==> src/rtl/pipe_reg_elastic.sv <==
// Elastic pipeline register: valid/ready stage with optional skid entry,
// synchronous flush and a saturating stall-cycle counter.
module pipe_reg_elastic #(
    parameter int unsigned DATA_W = 32,
    parameter bit          SKID   = 1'b1,
    parameter int unsigned CNT_W  = 16
) (
    input  logic              clk,
    input  logic              reset,
    input  logic              clr,
    input  logic              valid_i,
    output logic              ready_o,
    input  logic [DATA_W-1:0] data_i,
    output logic              valid_o,
    input  logic              ready_i,
    output logic [DATA_W-1:0] data_o,
    output logic [1:0]        occ_o,
    input  logic              stall_cnt_clr,
    output logic [CNT_W-1:0]  stall_cnt_o
);

    localparam logic [CNT_W-1:0] CNT_MAX = '1;

    // State is the occupancy itself, so occ_o is the state register.
    typedef enum logic [1:0] {
        EMPTY = 2'd0,
        BUSY  = 2'd1,
        FULL  = 2'd2
    } state_t;

    state_t            state;
    state_t            state_nxt;
    logic [DATA_W-1:0] main_q;
    logic [DATA_W-1:0] skid_q;
    logic [CNT_W-1:0]  cnt_q;
    logic              acc;
    logic              deq;
    logic              load_main;
    logic              load_skid;
    logic              skid_to_main;

    assign acc = valid_i & ready_o;
    assign deq = valid_o & ready_i;

    always_ff @(posedge clk or posedge reset) begin
        if (reset) begin
            state <= EMPTY;
        end else begin
            state <= state_nxt;
        end
    end

    // Next state and datapath load controls; flush overrides any transfer.
    always_comb begin
        state_nxt    = state;
        load_main    = 1'b0;
        load_skid    = 1'b0;
        skid_to_main = 1'b0;
        if (clr) begin
            state_nxt = EMPTY;
        end else begin
            case (state)
                EMPTY: begin
                    if (acc) begin
                        state_nxt = BUSY;
                        load_main = 1'b1;
                    end
                end
                BUSY: begin
                    if (acc && deq) begin
                        load_main = 1'b1;
                    end else if (acc) begin
                        state_nxt = FULL;
                        load_skid = 1'b1;
                    end else if (deq) begin
                        state_nxt = EMPTY;
                    end
                end
                FULL: begin
                    if (deq) begin
                        state_nxt    = BUSY;
                        skid_to_main = 1'b1;
                    end
                end
                default: state_nxt = EMPTY;
            endcase
        end
    end

    // Without a skid entry the stage is ready whenever its entry is leaving.
    always_comb begin
        valid_o = (state != EMPTY);
        occ_o   = state;
        data_o  = main_q;
        if (SKID) begin
            ready_o = (state != FULL);
        end else begin
            ready_o = ready_i | (state == EMPTY);
        end
    end

    always_ff @(posedge clk or posedge reset) begin
        if (reset) begin
            main_q <= '0;
            skid_q <= '0;
        end else if (clr) begin
            main_q <= '0;
            skid_q <= '0;
        end else begin
            if (load_main) begin
                main_q <= data_i;
            end else if (skid_to_main) begin
                main_q <= skid_q;
            end
            if (load_skid) begin
                skid_q <= data_i;
            end
        end
    end

    // Stall counter: saturating, independent of flush.
    always_ff @(posedge clk or posedge reset) begin
        if (reset) begin
            cnt_q <= '0;
        end else if (stall_cnt_clr) begin
            cnt_q <= '0;
        end else if (valid_o && !ready_i && (cnt_q != CNT_MAX)) begin
            cnt_q <= cnt_q + CNT_W'(1);
        end
    end

    assign stall_cnt_o = cnt_q;

endmodule

==> config.mk <==
export PLATFORM = sky130hd
export DESIGN_NAME = pipe_reg_elastic
export DESIGN_NICKNAME = d
export VERILOG_FILES = /design/src/rtl/pipe_reg_elastic.sv
export SDC_FILE = /design/constraint.sdc
export NUM_CORES = 1
export LEC_CHECK = 0
export CAP_MARGIN = 20
export CORE_UTILIZATION = 45
export DETAILED_ROUTE_END_ITERATION = 7
export PLACE_DENSITY_LB_ADDON = 0.08
export SYNTH_ARGS = -nofsm -noshare
export SYNTH_HDL_FRONTEND = slang
export SYNTH_SLANG_ARGS = --single-unit
export TNS_END_PERCENT = 50
==> constraint.sdc <==
create_clock -name clk -period 4.6 [get_ports clk]
set_clock_uncertainty 0.05 [all_clocks]
set_input_delay 0.46 -clock clk [delete_from_list [all_inputs] [get_ports clk]]
set_output_delay 0.46 -clock clk [all_outputs]
set_load 0.03 [all_outputs]
==> results of run 1 <==
worst reg2reg max path, cell delays in order, from the launching register on:
cell and delay, ns:
dfrtp_1 0.44, nor2b_1 0.19, nand2_1 0.73, nand2_1 0.54, buf_16 0.32, a2bb2oi_1 0.15
power groups by stage:
stage	Combinational, mW	Clock [mW]	Sequential (mW)
after detailed placement	0.306	0	0.797
after floorplan	0.108	0	0.857
after global placement	0.300	0	0.798
after CTS	0.307	0.589	0.784
after global routing	0.328	0.628	0.789
final	0.307	0.579	0.784
cell families (layout without fill, tap and decap cells):
logic type	Yosys count	count (layout)
and+or+nand+nor	152	152
adders and majority gates	1	1
AOI/OAI and AO/OA	126	126
DFF	82	82
xor gates and xnor gates	1	1
buffers and inverters	29	115
muxes	4	4
final cells by class:
cell class | count | area (µm²) | share of cell area, %
Timing Repair Buffer | 96 | 991 | 19.8
Multi-Input combinational cell | 284 | 1600 | 32.0
Clock inverter | 5 | 77.6 | 1.55
Clock buffer | 11 | 141 | 2.83
Inverter | 3 | 12.5 | 0.250
Sequential cell | 82 | 2050 | 41.0
Tap cell | 102 | 128 | 2.55
cells in the mapped netlist, drive strengths merged (5+ instances only):
master and count:
o21ai 38, nand2 105, buf 6, nand4 6, nand3 5, clkbuf 20, a2bb2oi 32, nor2b 5
or4 6, dfrtp 82, or3 6, o31ai 5, a21oi 47, nor2 7
registers in the layout, summed over array words and instances (netlist names):
register and flops:
stall_cnt_o 16, occ_o 2, skid_q 32, data_o 32
per-layer routing:
metal	track usage (%)	up-vias
li1	-	1557
met1	31.9	1559
met2	34.9	99
met3	6.59	2
met4	4.10	0
met5	0	-
how the worst max path moves through the flow:
stage                 end  slack [ns]  cells past startpoint
4_1_cts         data_o[3]        2.06                      5
5_1_grt        data_o[29]        1.88                      5
3_3_place_gp   data_o[25]        1.38                      4
6_report       data_o[23]        2.03                      5
2_1_floorplan   data_o[0]        1.98                      1
3_5_place_dp   data_o[11]        1.69                      5
==> results.json, run 1 <==
{
  "drive_above_1_share_pct": 7.69,
  "place_congestion": 0.749,
  "die_h_um": 93.4,
  "grt_use_total_pct": 22.5,
  "synth_xor_area_share_pct": 0.233,
  "yosys_register_bits": 82,
  "synthSimpleGateAreaFrac_pct": 19.4,
  "final_cell_mix": "105 x nand2_1, 89 x clkdlybuf4s50_1, 82 x dfrtp_1, 46 x a21oi_1, 37 x o21ai_0",
  "dp_hpwl_mm": 5.84,
  "grt_max_degree": 51,
  "worstReg2RegStart": "occ_o[1]",
  "dr.max_layer_used": "met4",
  "reg2reg_to": "data_o[23]",
  "route.met2.wl_mm": 4.42,
  "path_common_cell": "nand2_1",
  "intPower_mw": 1.22,
  "p_clk_share_pct": 34.7,
  "port-buffer-count": 89,
  "syn_avg_cell_area_um2": 9.52,
  "viasPerCell": 5.52,
  "p_seq_share_pct": 47.0,
  "synth_top_family_by_area": "compound AO/OA/AOI/OAI gates",
  "startpoint_type": "input port",
  "p_comb_share_pct": 18.4,
  "post_cts_buffers": 0,
  "n_antenna_cell": 0,
  "fin_util_pct": 63.4,
  "drc": 0,
  "placed_area_um2": 4760,
  "stdcell_area_um2": 5000,
  "fin_setup_tns_ns": 0,
  "ff2ff_path_depth": 5,
  "syn_area_um2": 3760,
  "final_common_cell": "nand2_1",
  "cp_data_arrival_time_ns": 2.74,
  "total_leakage_power_nw": 2.08,
  "hp-start": "skid_q[8]",
  "critPathMaxFanout": 33,
  "criticalPathCategory": "in -> reg",
  "async_flop_share_pct": 100,
  "netlist.area_leader.share_pct": 54.6,
  "cts_num_sinks": 82,
  "cts_resized": 0,
  "grt_pass1_vias": 3064,
  "period_share_pct": 56.0,
  "min_to": "skid_q[8]",
  "stdcell_count": 583,
  "setup_ws_ns": 2.03,
  "die_w_um": 93.4,
  "pre_cts_slack_ns": 1.69,
  "grt_pass1_wl_mm": 15.1,
  "cts_tree": "done",
  "setup_viol": 0,
  "synthCells": 395,
  "synth_area_leaders": "dfrtp_1 55%, nand2_1 10%, a2bb2oi_1 7.5%",
  "numPlacedInstances": 566,
  "irDropWorstVdd_mv": 0.227,
  "std_cell_rows": 32,
  "rsz0062_at_grt": "no",
  "cts.clk_slew.worst_paths_ns": 0.08,
  "synth.distinct_cells": 39,
  "ys.warnings.count": 0,
  "swShare_pct": 27.1,
  "met3_length_um": 592,
  "vias": 3217,
  "synth_fa_ha_area_share_pct": 0.333,
  "root_buffer": "clkbuf_8",
  "tightest_slew_ns": 0.976,
  "cp.required_ns": 4.77,
  "synth_nets": 434,
  "io_pins": 90,
  "whs_path_depth": 2,
  "critPathCaptureType": "register",
  "fmax_mhz": 388,
  "synth_flop_cell": "dfrtp_1",
  "core-area_um2": 7890,
  "r2r_slack_ns": 2.08,
  "max_cap_viol_count": 0,
  "n_fill_cell": 643,
  "synth.largest_area_cell": "dfrtp_1",
  "hold_slack_ns": 0.471,
  "synth_edf_count": 0,
  "cp_top_family": "simple AND/OR/NAND/NOR gates",
  "gr-total-overflow": 0,
  "crit_path_top_delay_cell": "nand2_1",
  "initial_utilization_pct": 47.7,
  "min_path_type": "reg -> reg",
  "wirelength_met1_mm": 4.25,
  "drt_first_pass_iters": 4,
  "yosysSeqAreaShare_pct": 54.6,
  "fp.dieArea_um2": 8720,
  "timing.final.hold_violations": 0,
  "powerDensity_nw_per_um2": 334,
  "ant_nets": 0,
  "routedWlPerCell_um": 15.9,
  "antenna_found_initial": 0,
  "drtIter0Drc": 190,
  "maxSlewViolCount": 0,
  "wl_mm": 9.29,
  "clk_latency_ns": 0.35,
  "cts_made_buffers": 9,
  "synthMuxAreaShare_pct": 1.13,
  "fin_total_pwr_mw": 1.67,
  "cp_cell_sequence": "clkdlybuf4s50_1, nand2_1, nand2_1, buf_16, a2bb2oi_1",
  "nets": 515,
  "area_growth_pct": 33.1,
  "power_switching_uw": 452,
  "hold_buffers": 0,
  "outcome": "completed",
  "synth_compound_area_share_pct": 21.2,
  "crit_start": "ready_i",
  "htreeDepth": 3,
  "cpPeakStageDelay_ns": 0.76,
  "clk_path_buf_depth": 2,
  "crit_buf_inv": 2,
  "min_period_ns": 2.57,
  "slew_headroom_pct": 34.8
}
Note: power is estimated with default switching activity, not from simulation.
==> inputs of run 2 (changes only) <==
==> constraint.sdc (replaced) <==
create_clock -name clk -period 2.15 [get_ports clk]
set_clock_uncertainty 0.05 [all_clocks]
set_input_delay 0.215 -clock clk [delete_from_list [all_inputs] [get_ports clk]]
set_output_delay 0.215 -clock clk [all_outputs]
set_load 0.03 [all_outputs]
==> run 2 against run 1 <==
  * Core utilization rose by 0.57 points
  * Setup slack got worse by 1.9 ns
  * Critical path depth down 2
  * Design area is 0.90% higher
  * Via count is 1.5% higher
  * Largest cell class unchanged
==> results.json, run 2 (synthesized netlist as in run 1, its figures left out) <==
{
  "outcome": "completed",
  "dp_hpwl_mm": 5.97,
  "cp.depth": 3,
  "cts_num_sinks": 82,
  "total_leakage_power_nw": 2.08,
  "cts_tree": "done",
  "final_common_cell": "nand2_1",
  "grt_pass1_wl_mm": 15.4,
  "crit_path_top_delay_cell": "clkdlybuf4s50_1",
  "drive_above_1_share_pct": 9.43,
  "setup_ws_ns": 0.111,
  "irDropWorstVdd_mv": 0.394,
  "crit_buf_inv": 2,
  "slew_headroom_pct": 70.4,
  "cpPeakStageDelay_ns": 0.60,
  "clk_path_buf_depth": 2,
  "nets": 522,
  "std_cell_rows": 32,
  "cts.clk_slew.worst_paths_ns": 0.08,
  "rsz0062_at_grt": "no",
  "cp_top_family": "buffers and inverters",
  "p_comb_share_pct": 19.1,
  "ff2ff_path_depth": 5,
  "pre_cts_slack_ns": 0.113,
  "powerDensity_nw_per_um2": 688,
  "cp_data_arrival_time_ns": 1.77,
  "met2_usage_pct": 36.2,
  "hold_slack_ns": 0.285,
  "startpoint_type": "register",
  "grt_use_total_pct": 22.6,
  "swShare_pct": 28.1,
  "criticalPathCategory": "reg -> out",
  "period_share_pct": 94.8,
  "setup_viol": 0,
  "port-buffer-count": 89,
  "fmax_mhz": 491,
  "maxSlewViolCount": 0,
  "drtIter0Drc": 148,
  "max_cap_viol_count": 0,
  "htreeDepth": 3,
  "intPower_mw": 2.50,
  "p_seq_share_pct": 48.3,
  "core-area_um2": 7890,
  "wl_mm": 9.23,
  "die_w_um": 93.4,
  "viasPerCell": 5.53,
  "placed_area_um2": 4840,
  "die_h_um": 93.4,
  "initial_utilization_pct": 47.7,
  "stdcell_area_um2": 5050,
  "critPathCaptureType": "output port",
  "min_path_type": "in -> async",
  "routedWlPerCell_um": 15.6,
  "gr-total-overflow": 0,
  "place_congestion": 0.773,
  "io_pins": 90,
  "area_growth_pct": 34.3,
  "fin_setup_tns_ns": 0,
  "grt-busiest-layer": "met2",
  "ant_nets": 0,
  "grt_max_degree": 83,
  "fp.dieArea_um2": 8720,
  "fin_util_pct": 64.0,
  "min_period_ns": 2.04,
  "cp.required_ns": 1.88,
  "timing.final.hold_violations": 0,
  "n_antenna_cell": 0,
  "drt_first_pass_iters": 5,
  "antenna_found_initial": 0,
  "vias": 3265,
  "grt_util_met3_pct": 3.90,
  "cp_cell_sequence": "nor2b_1, inv_1, clkdlybuf4s50_1",
  "tightest_slew_ns": 0.444,
  "drc": 0,
  "grt_pass1_vias": 3241,
  "clk_latency_ns": 0.34,
  "root_buffer": "clkbuf_8",
  "critPathMaxFanout": 7,
  "cts_made_buffers": 9,
  "power_switching_uw": 977,
  "grtUsageMet1_pct": 30.6,
  "p_clk_share_pct": 32.6,
  "final_cell_mix": "105 x nand2_1, 89 x clkdlybuf4s50_1, 82 x dfrtp_1, 46 x a21oi_1, 37 x o21ai_0"
}
run 2: cell types whose count changed in the layout (fill, tap and decap cells not counted), moves of 2 or more:
cell	previous run	this run
clkinv_2	3	1
buf_16	2	0
buf_12	0	4
clkinvlp_4	1	4
buf_4	4	10
run 2: final timing paths:
kind	startpoint	to	slack (ns)
max	occ_o[1]	ready_o	0.11
min	reset	skid_q[17]	0.29
max reg2reg	stall_cnt_o[0]	stall_cnt_o[14]	0.15
min reg2reg	skid_q[6]	skid_q[6]	0.47
max in group asynchronous	reset	stall_cnt_o[2]	1.41
min in group clk	data_i[8]	data_o[8]	0.38
run 2: final cells by class:
cell class	instances	area, µm²
fillers	686	2840
flip-flops and latches	82	2050
multi-input cells	284	1600
repair buffers	103	1050
clock buffers	10	138
well taps	102	128
clock inverters	6	66.3
inverters	3	15.0
run 2: worst reg2reg max path, delay by kind of cell (launching register included):
kind	cells	cell delay, ns
simple gates	3	0.98
flops	1	0.47
fa+ha+maj	1	0.27
compound gates	1	0.16
run 2: repair_timing:
action | 4_1_cts | 5_1_grt
hold buffers | 0 | 0
gates resized for setup | 0 | 1
endpoints found under the setup margin | 0 | 2
buffers inserted | 0 | 0
run 2: power by group through the flow:
stage | clock, mW | sequential [mW] | combinational (mW)
floorplan | 0 | 1.83 | 0.232
global placement | 0 | 1.71 | 0.663
detailed placement | 0 | 1.71 | 0.671
CTS | 1.16 | 1.68 | 0.673
global route | 1.24 | 1.69 | 0.712
finish | 1.13 | 1.68 | 0.665
run 2: metrics by stage:
stage	cells	total power, mW
after floorplan	395	2.07
after global placement	574	2.37
after detailed placement	574	2.38
after CTS	590	3.51
after global routing	590	3.64
final	590	3.47
run 2: routing by layer:
layer,vias to the layer above,wire length [µm]
met2,88,4410
met3,11,380
met1,1595,4310
li1,1571,-
met4,0,129
met5,-,0
==> inputs of run 3 (changes only) <==
--- a/config.mk
+++ b/config.mk
@@ -9,6 +9,7 @@
 export CORE_UTILIZATION = 45
 export DETAILED_ROUTE_END_ITERATION = 7
 export PLACE_DENSITY_LB_ADDON = 0.08
+export REMOVE_ABC_BUFFERS = 1
 export SYNTH_ARGS = -nofsm -noshare
 export SYNTH_HDL_FRONTEND = slang
 export SYNTH_SLANG_ARGS = --single-unit
==> run 3 against run 2 <==
  * Final cell count stayed put
  * Combinational power increased by 0.9%
  * Critical path depth up 2
  * Register-to-register slack got worse by 0.05 ns
  * Die area did not move
  * Design area down 0.62%
  * Highest routed layer unchanged
==> results.json, run 3 (synthesized netlist as in run 1, its figures left out) <==
{
  "ant_nets": 0,
  "irDropWorstVdd_mv": 0.434,
  "tightest_slew_ns": 0.461,
  "gr-total-overflow": 0,
  "p_clk_share_pct": 30.0,
  "critPathMaxFanout": 6,
  "n_antenna_cell": 0,
  "port-buffer-count": 89,
  "cts_num_sinks": 82,
  "grt_use_total_pct": 22.6,
  "clk_latency_ns": 0.34,
  "criticalPathCategory": "reg -> reg",
  "antenna_found_initial": 0,
  "fmax_mhz": 489,
  "startpoint_type": "register",
  "period_share_pct": 95.2,
  "viasPerCell": 5.57,
  "power_switching_uw": 994,
  "io_pins": 90,
  "cp.required_ns": 2.36,
  "initial_utilization_pct": 47.7,
  "max_cap_viol_count": 0,
  "fp.dieArea_um2": 8720,
  "powerDensity_nw_per_um2": 669,
  "critPathCaptureType": "register",
  "cts_resized": 0,
  "cts_tree": "done",
  "n_fill_cell": 676,
  "grt_max_degree": 34,
  "rsz0062_at_grt": "no",
  "stdcell_area_um2": 5020,
  "placed_area_um2": 4840,
  "root_buffer": "clkbuf_8",
  "total_leakage_power_nw": 2.08,
  "final_common_cell": "nand2_1",
  "wl_mm": 9.48,
  "fin_util_pct": 63.6,
  "stdcell_count": 590,
  "setup_viol": 0,
  "min_period_ns": 2.05,
  "cts_made_buffers": 9,
  "core-area_um2": 7890,
  "grt_pass1_vias": 3099,
  "p_seq_share_pct": 50.0,
  "cp_data_arrival_time_ns": 2.25,
  "drive_above_1_share_pct": 9.02,
  "cts.clk_slew.worst_paths_ns": 0.09,
  "nets": 522,
  "clk_path_buf_depth": 2,
  "numPlacedInstances": 574,
  "final_cell_mix": "105 x nand2_1, 89 x clkdlybuf4s50_1, 82 x dfrtp_1, 46 x a21oi_1, 37 x o21ai_0",
  "place_congestion": 0.865,
  "routedWlPerCell_um": 16.1,
  "area_growth_pct": 33.5,
  "slew_headroom_pct": 69.2,
  "maxSlewViolCount": 0,
  "drc": 0,
  "hold_buffers": 0,
  "grt_pass1_wl_mm": 15.3,
  "intPower_mw": 2.36,
  "dp_hpwl_mm": 6.02,
  "min_path_type": "in -> async",
  "post_cts_buffers": 0,
  "timing.final.hold_violations": 0,
  "swShare_pct": 29.6,
  "std_cell_rows": 32,
  "vias": 3285,
  "die_w_um": 93.4,
  "outcome": "completed",
  "drtIter0Drc": 182,
  "htreeDepth": 3,
  "drt_first_pass_iters": 4,
  "p_comb_share_pct": 20.0,
  "die_h_um": 93.4
}
run 3: cell types whose count changed in the layout (fill, tap and decap cells not counted):
cell,previous run,this run
clkbuf_1,0,1
clkinvlp_4,4,2
bufinv_16,1,0
ha_1,0,1
ha_2,1,0
clkbuf_8,10,9
inv_6,0,2
clkinv_4,1,2
run 3: per-layer routing:
layer  GRT usage [%]  share of wire [%]  vias up
li1                -                  -     1568
met3            3.09                6.2        6
met2            36.8                 47      109
met5               0                  0        -
met4            7.05               0.78        0
met1            31.6                 46     1602
run 3: area by class of cell:
class | instances | area (µm²) | share of cell area [%]
clock inverter | 6 | 50.0 | 0.998
multi-input combinational | 284 | 1600 | 31.9
sequential | 82 | 2050 | 40.9
inverter | 3 | 12.5 | 0.249
tap | 102 | 128 | 2.54
clock buffer | 10 | 128 | 2.54
timing repair buffer | 103 | 1050 | 20.9
run 3: final timing paths:
path                                start         endpoint  slack (ns)  cells after the start
min reg2reg                    skid_q[21]       skid_q[21]        0.47                      2
max in group asynchronous           reset   stall_cnt_o[0]        1.35                      3
max reg2reg                stall_cnt_o[0]  stall_cnt_o[12]        0.10                      5
min in group clk                data_i[7]        data_o[7]        0.39                      3
max                        stall_cnt_o[0]  stall_cnt_o[12]        0.10                      5
min                                 reset       data_o[11]        0.13                      2
run 3: through the flow:
| step | hold slack, ns | setup slack (ns) | power [mW] | TNS, ns |
|---|---|---|---|---|
| 2_1_floorplan | 0.228 | -0.709 | 2.04 | -41.00 |
| 3_3_place_gp | 0.455 | 0.130 | 2.38 | 0 |
| 3_5_place_dp | 0.462 | 0.116 | 2.38 | 0 |
| 4_1_cts | 0.137 | 0.103 | 3.39 | 0 |
| 5_1_grt | 0.148 | 0.00922 | 3.50 | 0 |
| 6_report | 0.127 | 0.104 | 3.36 | 0 |
run 3: worst max-delay path, stage by stage, from the launching register on:
cell and delay [ns]:
dfrtp_1 0.45, ha_1 0.30, nand4_4 0.19, or2_4 0.31, or4_1 0.51, a21oi_1 0.15
run 3: power by group through the flow:
stage	registers (mW)	logic [mW]	clock network, mW
floorplan	1.83	0.210	0
global placement	1.71	0.670	0
detailed placement	1.71	0.676	0
CTS	1.68	0.679	1.03
global route	1.69	0.717	1.09
finish	1.68	0.671	1.01
